### src/rtl/uart_tx_fifo_cts.sv
// uart_tx_fifo_cts
//   Buffered, flow-controlled RS232 transmitter (8N1, LSB first). Bytes from
//   the CPU side are queued in a small FIFO and serialised on tx with an
//   internal bit-rate divider. The peer's RTS drives cts; cts=1 holds off the
//   next frame but never cuts a frame already on the line.
//
//   Optional build macro: UART_TX_PARITY_EN adds an even-parity bit between
//   the last data bit and the stop bit (8E1, 11*CLK_DIV cycles per frame).
//
// Ports
//   clk       system clock
//   rst       asynchronous active-high reset
//   wr_data   byte to enqueue
//   wr_en     single-cycle write strobe
//   full      FIFO holds 2^FIFO_AW bytes
//   empty     FIFO holds 0 bytes
//   level     FIFO occupancy (0..2^FIFO_AW)
//   overflow  one-cycle pulse after a dropped write
//   busy      frame in progress or FIFO non-empty
//   cts       asynchronous peer flow control, 1 = hold off
//   tx        serial line, idle high
module uart_tx_fifo_cts #(
    parameter int unsigned CLK_DIV = 243,
    parameter int unsigned FIFO_AW = 4
) (
    input  logic             clk,
    input  logic             rst,
    input  logic [7:0]       wr_data,
    input  logic             wr_en,
    output logic             full,
    output logic             empty,
    output logic [FIFO_AW:0] level,
    output logic             overflow,
    output logic             busy,
    input  logic             cts,
    output logic             tx
);

    localparam int unsigned      DEPTH    = 1 << FIFO_AW;
    localparam logic [15:0]      DIV_LAST = 16'(CLK_DIV - 1);
    localparam logic [FIFO_AW:0] PTR_ONE  = (FIFO_AW+1)'(1);

`ifdef UART_TX_PARITY_EN
    typedef enum logic [2:0] {IDLE, START, DATA, PARITY, STOP} state_t;
`else
    typedef enum logic [2:0] {IDLE, START, DATA, STOP} state_t;
`endif

    // ---------------- FIFO ----------------
    logic [7:0]       mem [DEPTH];
    logic [FIFO_AW:0] wr_ptr, rd_ptr;
    logic [7:0]       head;
    logic             pop, wr_ok;

    assign level = wr_ptr - rd_ptr;
    assign full  = (level == (FIFO_AW+1)'(DEPTH));
    assign empty = (level == '0);
    assign head  = mem[rd_ptr[FIFO_AW-1:0]];
    // A pop on the same edge frees a slot, so a write into a full FIFO is kept.
    assign wr_ok = wr_en && (!full || pop);

    always_ff @(posedge clk) begin
        if (wr_ok) mem[wr_ptr[FIFO_AW-1:0]] <= wr_data;
    end

    always_ff @(posedge clk or posedge rst) begin
        if (rst) begin
            wr_ptr   <= '0;
            rd_ptr   <= '0;
            overflow <= 1'b0;
        end else begin
            if (wr_ok) wr_ptr <= wr_ptr + PTR_ONE;
            if (pop)   rd_ptr <= rd_ptr + PTR_ONE;
            overflow <= wr_en && !wr_ok;
        end
    end

    // ---------------- cts synchroniser ----------------
    // Reset to 1 so nothing is sent until the peer has been seen ready.
    logic [1:0] cts_sync;
    logic       cts_s;

    always_ff @(posedge clk or posedge rst) begin
        if (rst) cts_sync <= 2'b11;
        else     cts_sync <= {cts_sync[0], cts};
    end
    assign cts_s = cts_sync[1];

    // ---------------- transmit FSM ----------------
    state_t      state, state_n;
    logic [15:0] div_cnt, div_n;
    logic [2:0]  bit_cnt, bit_n;
    logic [7:0]  shreg, sh_n;
    logic        tx_n;
    logic        tick, start_ok;
`ifdef UART_TX_PARITY_EN
    logic        par_q, par_n;
`endif

    assign tick     = (div_cnt == '0);
    assign start_ok = !empty && !cts_s;
    assign busy     = (state != IDLE) || !empty;

    always_ff @(posedge clk or posedge rst) begin
        if (rst) begin
            state   <= IDLE;
            div_cnt <= '0;
            bit_cnt <= '0;
            shreg   <= '0;
            tx      <= 1'b1;
`ifdef UART_TX_PARITY_EN
            par_q   <= 1'b0;
`endif
        end else begin
            state   <= state_n;
            div_cnt <= div_n;
            bit_cnt <= bit_n;
            shreg   <= sh_n;
            tx      <= tx_n;
`ifdef UART_TX_PARITY_EN
            par_q   <= par_n;
`endif
        end
    end

    always_comb begin
        state_n = state;
        div_n   = div_cnt;
        bit_n   = bit_cnt;
        sh_n    = shreg;
        tx_n    = tx;
        pop     = 1'b0;
`ifdef UART_TX_PARITY_EN
        par_n   = par_q;
`endif
        // Divider free-runs through every bit period of a frame.
        if (state != IDLE) div_n = tick ? DIV_LAST : div_cnt - 16'd1;

        case (state)
            IDLE: begin
                if (start_ok) begin
                    pop     = 1'b1;
                    sh_n    = head;
                    tx_n    = 1'b0;
                    div_n   = DIV_LAST;
                    state_n = START;
`ifdef UART_TX_PARITY_EN
                    par_n   = ^head;
`endif
                end
            end
            START: begin
                if (tick) begin
                    tx_n    = shreg[0];
                    bit_n   = 3'd7;
                    state_n = DATA;
                end
            end
            DATA: begin
                // shreg[0] is the bit currently on the line.
                if (tick) begin
                    if (bit_cnt == 3'd0) begin
`ifdef UART_TX_PARITY_EN
                        tx_n    = par_q;
                        state_n = PARITY;
`else
                        tx_n    = 1'b1;
                        state_n = STOP;
`endif
                    end else begin
                        sh_n  = {1'b0, shreg[7:1]};
                        tx_n  = shreg[1];
                        bit_n = bit_cnt - 3'd1;
                    end
                end
            end
`ifdef UART_TX_PARITY_EN
            PARITY: begin
                if (tick) begin
                    tx_n    = 1'b1;
                    state_n = STOP;
                end
            end
`endif
            STOP: begin
                // Chain straight into the next start bit to keep frames contiguous.
                if (tick) begin
                    if (start_ok) begin
                        pop     = 1'b1;
                        sh_n    = head;
                        tx_n    = 1'b0;
                        state_n = START;
`ifdef UART_TX_PARITY_EN
                        par_n   = ^head;
`endif
                    end else begin
                        tx_n    = 1'b1;
                        state_n = IDLE;
                    end
                end
            end
            default: begin
                tx_n    = 1'b1;
                state_n = IDLE;
            end
        endcase
    end

endmodule

### config.mk
export PLATFORM = sky130hd
export DESIGN_NAME = uart_tx_fifo_cts
export DESIGN_NICKNAME = d
export VERILOG_FILES = /design/src/rtl/uart_tx_fifo_cts.sv
export SDC_FILE = /design/constraint.sdc
export NUM_CORES = 1
export LEC_CHECK = 0
export ABC_AREA = 1
export CORE_MARGIN = 2
export CORE_UTILIZATION = 38
export CTS_CLUSTER_DIAMETER = 200
export CTS_CLUSTER_SIZE = 8
export DETAILED_ROUTE_END_ITERATION = 8
export GPL_ROUTABILITY_DRIVEN = 0
export SKIP_LAST_GASP = 1
export SYNTH_ARGS = -nofsm -noshare
export SYNTH_HDL_FRONTEND = slang
export SYNTH_SLANG_ARGS = --single-unit
### constraint.sdc
create_clock -name clk -period 4.2 [get_ports clk]
set_clock_uncertainty 0.1 [all_clocks]
set_input_delay 0.42 -clock clk [delete_from_list [all_inputs] [get_ports clk]]
set_output_delay 0.42 -clock clk [all_outputs]
set_load 0.03 [all_outputs]
==> results of run 1 <==
## logic make-up after synthesis
logic type	after synthesis
XOR/XNOR	10
AO/OA/AOI/OAI	141
flip-flops	171
buffers and inverters	90
multiplexers	2
adder cells (fa/ha/maj)	17
AND/OR/NAND/NOR	293
## placed cells by master (no fill, tap or decap), types with 4 or more instances in the layout
cell type          n
buf_4              7
edfxtp_1         128
o22ai_1           29
inv_8              5
o21ai_0           85
nand3_1           39
nand4_1            4
nor2_1           115
or2_2              5
nand2_2            8
dfrtp_1           39
nor3_1             7
a21oi_1           10
ha_1              16
nand2_1          100
clkbuf_16         17
clkdlybuf4s50_1   21
inv_1             55
xor2_1             9
o221ai_1           4
nand2_4            4
o211ai_1           7
## metal layers
| metal | up-vias | GRT usage (%) | share of wire (%) |
|---|---|---|---|
| li1 | 2542 | - | - |
| met2 | 167 | 28.8 | 47 |
| met5 | - | 0 | 0 |
| met3 | 27 | 3.88 | 5.5 |
| met1 | 2523 | 25.0 | 46 |
| met4 | 0 | 5.83 | 1.6 |
## power groups by stage
stage	sequential, mW	clock [mW]	combinational (mW)
floorplan	2.22	0	1.88
global route	2.23	1.66	2.96
detailed placement	2.24	0	2.66
CTS	2.21	1.59	2.68
finish	2.21	1.57	2.67
global placement	2.24	0	2.66
## metrics by stage
step | cell area, um2 | std cells | setup WS [ps] | total power [mW]
after detailed placement | 8200 | 992 | 762 | 4.91
after global routing | 8780 | 1024 | 397 | 6.85
after global placement | 8200 | 992 | 869 | 4.90
after floorplan | 7740 | 724 | 948 | 4.10
final | 8780 | 1024 | 593 | 6.45
after CTS | 8780 | 1024 | 573 | 6.47
## flip-flops by register name (all words and copies together) (netlist names)
name	flops
bit_cnt	3
rd_ptr	5
overflow	1
shreg	8
state	2
mem	128
wr_ptr	5
cts_sync	2
tx	1
div_cnt	16
## worst max path at each step
stage	cells past startpoint	end	startpoint
after global placement	12	mem[5][3]$_DFFE_PP_	wr_ptr[0]$_DFFE_PP0P_
after floorplan	13	mem[13][0]$_DFFE_PP_	wr_ptr[0]$_DFFE_PP0P_
final	9	full	wr_ptr[0]$_DFFE_PP0P_
after CTS	9	full	wr_ptr[0]$_DFFE_PP0P_
after detailed placement	12	mem[15][2]$_DFFE_PP_	wr_ptr[0]$_DFFE_PP0P_
after global routing	10	full	rd_ptr[1]$_DFFE_PP0P_
## worst max-delay path: stages, from the launching register on
cell	delay (ps)
dfrtp_1	420
inv_1	110
ha_1	240
fa_1	430
inv_1	80
nand3_1	80
nand3_1	110
nand2_2	110
nor4_4	330
clkdlybuf4s50_1	740
## area by class of cell
type / count / area (um2) / share of cell area (%)
Clock buffer: 18 / 429 / 4.89
Clock inverter: 14 / 150 / 1.71
Inverter: 60 / 225 / 2.57
Multi-Input combinational cell: 463 / 2450 / 27.9
Sequential cell: 171 / 4920 / 56.1
Tap cell: 270 / 338 / 3.85
Timing Repair Buffer: 28 / 263 / 2.99
==> impl_metrics.py, run 1 <==
metrics = {
    "power": {
        "p_comb_share_pct": 41.4,
        "internal-power_mw": 3.78,
        "vdd_ir_drop_max_mv": 0.362,
        "power_density_nw_per_um2": 735,
        "p_sw_mw": 2.67,
        "p_seq_share_pct": 34.2,
        "leakagePower_nw": 3.35,
        "p_clk_share_pct": 24.3,
        "switching_share_pct": 41.4,
    },
    "layout": {
        "nNetsFinal": 770,
        "drive_gt1_share_pct": 9.95,
        "fillers": 1864,
        "diodes": 0,
        "final_util_pct": 43.7,
        "syn_to_final_growth_pct": 13.5,
    },
    "synth": {
        "async_flop_share_pct": 25.1,
        "yosysMostFrequentCell": "edfxtp_1",
        "synthSimpleGateAreaFrac_pct": 17.1,
        "synth_nets": 753,
        "yosysUniqueCellTypes": 42,
        "synth_area_leaders": "edfxtp_1 50%, dfrtp_1 13%, nor2_1 5.6%",
        "syn_area_um2": 7740,
        "syn_avg_cell_area_um2": 10.7,
        "netlist_instances": 724,
        "synth_fa_ha_area_share_pct": 2.85,
        "synth_top_area_cell": "edfxtp_1",
        "synth_compound_area_share_pct": 10.2,
        "yosysSeqAreaShare_pct": 63.6,
        "ys_seq_elements": 171,
        "synth_xor_area_share_pct": 1.23,
        "synth.mux.area_fraction_pct": 0.291,
        "synth_top_family_by_area": "simple AND/OR/NAND/NOR gates",
        "ys_warn_count": 0,
        "synth_top_area_share_pct": 49.7,
        "synth_edf_count": 128,
        "synth-main-ff-cell": "edfxtp_1",
        "synthTopCellsByCount": "128 x edfxtp_1, 115 x nor2_1, 100 x nand2_1",
    },
    "clocking": {
        "cts_tree": "done",
        "numCtsBuffers": 17,
        "clkTransAtPathRegs_ps": 70,
        "clock_sink_count": 171,
        "clkLatencyLatePin_ps": 440,
        "cts-root-buf": "clkbuf_16",
        "postCtsSetupBuffers": 0,
        "cts-resized-gates": 0,
        "clk_path_buf_depth": 2,
        "ctsHtreeMaxLevel": 4,
        "hold_buffers": 0,
    },
    "floorplanning": {
        "die_x_um": 147,
        "io_pins": 22,
        "coreArea_um2": 20100,
        "die_y_um": 147,
        "start_util_pct": 38.5,
        "rows": 52,
        "die-area_um2": 21500,
    },
    "job": {
        "maxCapViolCount": 0,
    },
    "setup_path": {
        "regToRegSetupSlack_ps": 730,
        "r2r_cells": 12,
        "cp-start-kind": "flip-flop",
        "required_ps": 3680,
        "critPathMaxFanout": 5,
        "rr_endpoint": "mem[8][3]$_DFFE_PP_",
        "r2r_start": "wr_ptr[0]$_DFFE_PP0P_",
        "crit_arrival_ps": 3090,
        "endpoint_kind": "primary output",
        "worstSetupPathType": "flip-flop to primary output",
    },
    "place": {
        "portBuffers": 21,
        "dp_hpwl_um": 12400,
    },
    "global_routing": {
        "first_global_vias": 5194,
        "grt_pass1_wl_um": 29400,
        "antenna_found_initial": 0,
        "grt_overflow": 0,
        "grt_max_degree": 68,
        "track_usage_pct": 18.1,
    },
    "routing": {
        "dr.pass1.iters": 5,
        "post_drt_wl_per_cell_um": 18.2,
        "num_vias": 5259,
        "remaining_drc_errors": 0,
        "viasPerCell": 5.14,
        "drt-initial-drc-count": 493,
        "wl_um": 18600,
        "ant_nets": 0,
    },
    "timing": {
        "hold_violations": 0,
        "post-route-period-util_pct": 85.9,
        "rsz0062_at_grt": "false",
        "fin_crit_ps": 3610,
        "setup_violations": 0,
        "drv_slew": 0,
        "slew_headroom_pct": 37.7,
        "setup_tns_ps": 0,
        "fmax_ghz": 0.277,
        "worst_pin_slew_ps": 933,
        "whs_ps": 257,
    },
    "min_path": {
        "whs_path_depth": 0,
        "worstHoldEndpoint": "cts_sync[1]$_DFF_PP1_",
        "hp-class": "flip-flop to flip-flop",
        "hold_start": "cts_sync[0]$_DFF_PP1_",
    },
    "run_status": {
        "status": "complete, no violations",
    },
}
No activity file was read; power rests on OpenSTA's default activity.
==> inputs of run 2 (changes only) <==
--- a/config.mk
+++ b/config.mk
@@ -9,3 +9,3 @@
 export CORE_MARGIN = 2
-export CORE_UTILIZATION = 38
+export CORE_UTILIZATION = 37
 export CTS_CLUSTER_DIAMETER = 200
==> constraint.sdc (replaced) <==
create_clock -name clk -period 4.2 [get_ports clk]
set_clock_uncertainty 0.1 [all_clocks]
set_input_delay 0.63 -clock clk [delete_from_list [all_inputs] [get_ports clk]]
set_output_delay 0.63 -clock clk [all_outputs]
set_load 0.03 [all_outputs]
==> run 2 against run 1 <==
Effect of this change:
- worst setup slack got worse by 280 ps
- global-route usage decreased by 0.90 points
- sequential share of layout area up 0.22 points
- count of clock-buffer cells in the layout is the same
- non-clock buffer count fell by 2
- clock power down 3%
- maximum frequency fell by 7.1%
- die area rose by 2.6%
- largest power group unchanged
- highest routed layer unchanged
==> impl_metrics.py, run 2 (synthesized netlist as in run 1, its figures left out) <==
metrics = {
    "power": {
        "p_seq_share_pct": 34.9,
        "p_sw_mw": 2.61,
        "leakagePower_nw": 3.34,
        "vdd_ir_drop_max_mv": 0.318,
        "power_density_nw_per_um2": 728,
        "switching_share_pct": 41.0,
        "p_clk_share_pct": 23.8,
        "internal-power_mw": 3.76,
        "p_comb_share_pct": 41.3,
    },
    "global_routing": {
        "grt_max_degree": 68,
        "track_usage_pct": 17.2,
        "first_global_vias": 5126,
        "grt_pass1_wl_um": 28600,
        "grt_overflow": 0,
        "antenna_found_initial": 0,
    },
    "setup_path": {
        "rr_endpoint": "mem[14][4]$_DFFE_PP_",
        "crit_start": "rd_ptr[2]$_DFFE_PP0P_",
        "worstSetupPathType": "flip-flop to primary output",
        "critPathMaxFanout": 14,
        "endpoint_kind": "primary output",
        "regToRegSetupSlack_ps": 530,
        "crit_arrival_ps": 3150,
        "cp-start-kind": "flip-flop",
        "endpoint": "busy",
        "r2r_cells": 12,
        "required_ps": 3470,
        "r2r_start": "rd_ptr[2]$_DFFE_PP0P_",
    },
    "timing": {
        "setup_tns_ps": 0,
        "slew_headroom_pct": 37.7,
        "hold_violations": 0,
        "drv_slew": 0,
        "setup_violations": 0,
        "worst_pin_slew_ps": 933,
        "post-route-period-util_pct": 92.5,
        "rsz0062_at_grt": "false",
        "fmax_ghz": 0.257,
        "fin_crit_ps": 3880,
    },
    "place": {
        "portBuffers": 21,
        "dpl-instance-area_um2": 8180,
        "dp_hpwl_um": 12000,
        "placed_cells": 990,
    },
    "routing": {
        "drt-initial-drc-count": 461,
        "post_drt_wl_per_cell_um": 17.7,
        "ant_nets": 0,
        "viasPerCell": 5.13,
        "remaining_drc_errors": 0,
        "num_vias": 5240,
        "wl_um": 18000,
        "dr.pass1.iters": 5,
    },
    "layout": {
        "drive_gt1_share_pct": 9.59,
        "diodes": 0,
        "finalNonFillerCells": 1021,
        "finalInstanceArea_um2": 8740,
        "largest_reg_flops": 128,
        "final_util_pct": 42.9,
        "final_common_cell": "edfxtp_1",
        "syn_to_final_growth_pct": 13.0,
        "fillers": 1895,
        "layout_common_cells": "128 x edfxtp_1, 115 x nor2_1, 100 x nand2_1",
        "nNetsFinal": 768,
    },
    "floorplanning": {
        "start_util_pct": 38.0,
        "die_x_um": 149,
        "coreArea_um2": 20400,
        "die-area_um2": 22100,
        "io_pins": 22,
        "rows": 52,
        "die_y_um": 149,
    },
    "clocking": {
        "cts_tree": "done",
        "clkLatencyLatePin_ps": 430,
        "numCtsBuffers": 17,
        "ctsHtreeMaxLevel": 4,
        "postCtsSetupBuffers": 0,
        "hold_buffers": 0,
        "cts-root-buf": "clkbuf_16",
        "cts-resized-gates": 0,
        "clkTransAtPathRegs_ps": 60,
        "clk_path_buf_depth": 2,
        "clock_sink_count": 171,
    },
    "job": {
        "maxCapViolCount": 0,
    },
    "run_status": {
        "status": "complete, no violations",
    },
    "min_path": {
        "hp-class": "flip-flop to flip-flop",
    },
}
==> run 2: power by group through the flow <==
stage               Sequential, mW  Combinational [mW]  Clock, mW
floorplan                     2.22                1.88          0
global placement              2.25                2.62          0
detailed placement            2.26                2.62          0
CTS                           2.23                2.63       1.54
global route                  2.25                2.92       1.60
finish                        2.23                2.63       1.52
==> run 2: per-layer routing <==
layer  part of all wire [%]  global-route usage, %
met5                      0                      0
met4                    1.8                   5.90
met3                    5.2                   3.44
met2                     47                   27.5
met1                     46                   23.6
==> run 2: how the worst min path moves through the flow <==
| stage | start | endpoint | slack [ps] | cells past startpoint |
|---|---|---|---|---|
| after detailed placement | cts_sync[0]$_DFF_PP1_ | cts_sync[1]$_DFF_PP1_ | 260 | 0 |
| final | cts_sync[0]$_DFF_PP1_ | cts_sync[1]$_DFF_PP1_ | 260 | 0 |
| after global routing | cts_sync[0]$_DFF_PP1_ | cts_sync[1]$_DFF_PP1_ | 270 | 0 |
| after floorplan | cts_sync[0]$_DFF_PP1_ | cts_sync[1]$_DFF_PP1_ | 250 | 0 |
| after global placement | cts_sync[0]$_DFF_PP1_ | cts_sync[1]$_DFF_PP1_ | 250 | 0 |
| after CTS | cts_sync[0]$_DFF_PP1_ | cts_sync[1]$_DFF_PP1_ | 260 | 0 |
==> run 2: worst max-delay path, cell delays in order, from the launching register on <==
cell and delay, ps:
dfrtp_1 610, clkinv_1 350, ha_1 450, or2_1 230
nand3_1 80, nand2_1 100, nand3_4 130, inv_1 60
nand2_1 50, clkdlybuf4s50_1 670
==> run 2: metrics by stage <==
step	worst slack (ps)	power [mW]	hold WS, ps
after floorplan	948	4.10	245
after global placement	629	4.87	247
after detailed placement	484	4.88	255
after CTS	244	6.39	265
after global routing	90.7	6.77	270
final	316	6.37	262
==> run 2: final cells by class <==
cell class | instances | area, um2 | share of cell area [%]
clock inverter | 13 | 134 | 1.53
sequential | 171 | 4920 | 56.3
timing repair buffer | 26 | 245 | 2.80
inverter | 60 | 225 | 2.58
multi-input combinational | 463 | 2450 | 28.0
tap | 270 | 338 | 3.86
clock buffer | 18 | 429 | 4.91
==> inputs of run 3 (changes only) <==
- CORE_MARGIN: 2 -> 10
- DONT_BUFFER_PORTS: default -> 1
==> run 3 against run 2 <==
Effect of this change:
- clock power rose by 3%
- worst setup slack improved by 190 ps
- critical endpoint is now mem[8][3]$_DFFE_PP_
- critical path type is now flip-flop to flip-flop
- die area rose by 23%
- maximum frequency rose by 5.2%
- power fell by 2.0%
- sequential share of layout area rose by 0.96 points
- hold slack got worse by 170 ps
==> impl_metrics.py, run 3 (synthesized netlist as in run 1, its figures left out) <==
metrics = {
    "run_status": {
        "status": "complete, no violations",
    },
    "floorplanning": {
        "die_y_um": 165,
        "io_pins": 22,
        "die_x_um": 165,
        "die-area_um2": 27100,
        "rows": 52,
        "coreArea_um2": 20400,
        "start_util_pct": 37.9,
    },
    "layout": {
        "nNetsFinal": 752,
        "seq_area_um2": 4920,
        "layout_common_cells": "128 x edfxtp_1, 115 x nor2_1, 100 x nand2_1",
        "syn_to_final_growth_pct": 11.1,
        "fillers": 1952,
        "diodes": 0,
        "final_common_cell": "edfxtp_1",
        "drive_gt1_share_pct": 10.6,
        "largest_reg_flops": 128,
        "finalNonFillerCells": 1006,
        "multiInputGateArea_um2": 2450,
    },
    "setup_path": {
        "critPathMaxFanout": 21,
        "endpoint_kind": "flip-flop",
        "crit_arrival_ps": 3650,
        "worstSetupPathType": "flip-flop to flip-flop",
        "cp-start-kind": "flip-flop",
        "required_ps": 4160,
    },
    "timing": {
        "fin_crit_ps": 3690,
        "setup_tns_ps": 0,
        "worst_pin_slew_ps": 937,
        "fmax_ghz": 0.271,
        "setup_violations": 0,
        "slew_headroom_pct": 37.4,
        "drv_slew": 0,
        "rsz0062_at_grt": "false",
        "hold_violations": 0,
        "post-route-period-util_pct": 87.9,
    },
    "global_routing": {
        "track_usage_pct": 13.9,
        "antenna_found_initial": 0,
        "grt_pass1_wl_um": 28800,
        "first_global_vias": 5045,
        "grt_max_degree": 68,
        "grt_overflow": 0,
    },
    "routing": {
        "num_vias": 5201,
        "ant_nets": 0,
        "remaining_drc_errors": 0,
        "post_drt_wl_per_cell_um": 18.0,
        "dr.pass1.iters": 7,
        "wl_um": 18100,
        "viasPerCell": 5.17,
        "drt-initial-drc-count": 544,
    },
    "clocking": {
        "hold_buffers": 0,
        "cts_tree": "done",
        "clock_sink_count": 171,
        "ctsHtreeMaxLevel": 4,
        "clkTransAtPathRegs_ps": 70,
        "numCtsBuffers": 17,
        "cts-root-buf": "clkbuf_16",
        "clkLatencyLatePin_ps": 430,
        "clk_path_buf_depth": 2,
        "cts-resized-gates": 0,
        "postCtsSetupBuffers": 0,
    },
    "power": {
        "vdd_ir_drop_max_mv": 0.334,
        "power_density_nw_per_um2": 726,
        "leakagePower_nw": 3.28,
    },
    "min_path": {
        "hp-class": "primary input to flip-flop",
    },
    "place": {
        "placed_cells": 974,
        "portBuffers": 0,
        "dp_hpwl_um": 12000,
    },
    "job": {
        "maxCapViolCount": 0,
    },
}
run 3: cell types whose count changed in the layout (fill, tap and decap cells not counted), sizes merged:
cell           delta
clkdlybuf4s50    -20
inv               -1
bufinv            +1
clkbuf            -1
clkinv            -1
buf               +4
clkinvlp          +3
run 3: routing by layer:
metal | up-vias | wire length [um] | global-route usage (%)
met5 | - | 0 | 0
met4 | 0 | 525 | 6.72
met3 | 33 | 963 | 2.51
met2 | 172 | 8360 | 21.5
met1 | 2493 | 8230 | 18.4
li1 | 2503 | - | -
run 3: layout make-up:
cell class | count | share of cell area, %
clock buffer | 17 | 4.95
clock inverter | 15 | 1.88
inverter | 60 | 2.62
multi-input combinational | 463 | 28.5
sequential | 171 | 57.3
tap | 270 | 3.93
timing repair buffer | 10 | 0.873
run 3: worst max-delay path, cell delays in order (launching register included):
cell and delay, ps:
dfrtp_1 410, inv_1 110, ha_1 240, fa_1 430, xnor2_2 560, nor2_4 60
nand3_4 140, nand3_4 130, nand2_4 130, nand2_4 80, nand2_4 120, nand2_4 210
nor2_1 590
run 3: worst paths after layout:
path | start | endpoint | slack (ps) | depth (start not counted)
max | wr_ptr[0]$_DFFE_PP0P_ | mem[8][3]$_DFFE_PP_ | 510 | 12
min | cts | cts_sync[0]$_DFF_PP1_ | 100 | 0
max reg2reg | wr_ptr[0]$_DFFE_PP0P_ | mem[8][3]$_DFFE_PP_ | 510 | 12
min reg2reg | cts_sync[0]$_DFF_PP1_ | cts_sync[1]$_DFF_PP1_ | 270 | 0
max in group asynchronous | rst | rd_ptr[0]$_DFFE_PP0P_ | 3180 | 1
min in group asynchronous | rst | div_cnt[15]$_DFF_PP0_ | 190 | 1
run 3: metrics by stage:
step / total power, mW / area (um2) / setup slack [ps] / hold WS, ps / util, %
after floorplan: 4.10 / 7740 / 948 / 245 / -
after global placement: 4.71 / 8010 / 576 / 248 / 39.2
after detailed placement: 4.71 / 8010 / 524 / 249 / 39.2
after CTS: 6.28 / 8600 / 508 / 72.2 / 42.1
after global routing: 6.65 / 8600 / 267 / 65.6 / 42.1
final: 6.24 / 8600 / 507 / 96.0 / 42.1
run 3: power by group:
| group | total (mW) | internal [mW] | switching (mW) | leakage [nW] |
|---|---|---|---|---|
| registers | 2.23 | 2.08 | 0.144 | 1.69 |
| logic | 2.45 | 0.719 | 1.73 | 1.31 |
| clock network | 1.56 | 0.886 | 0.679 | 0.281 |
| total | 6.24 | 3.69 | 2.56 | 3.28 |
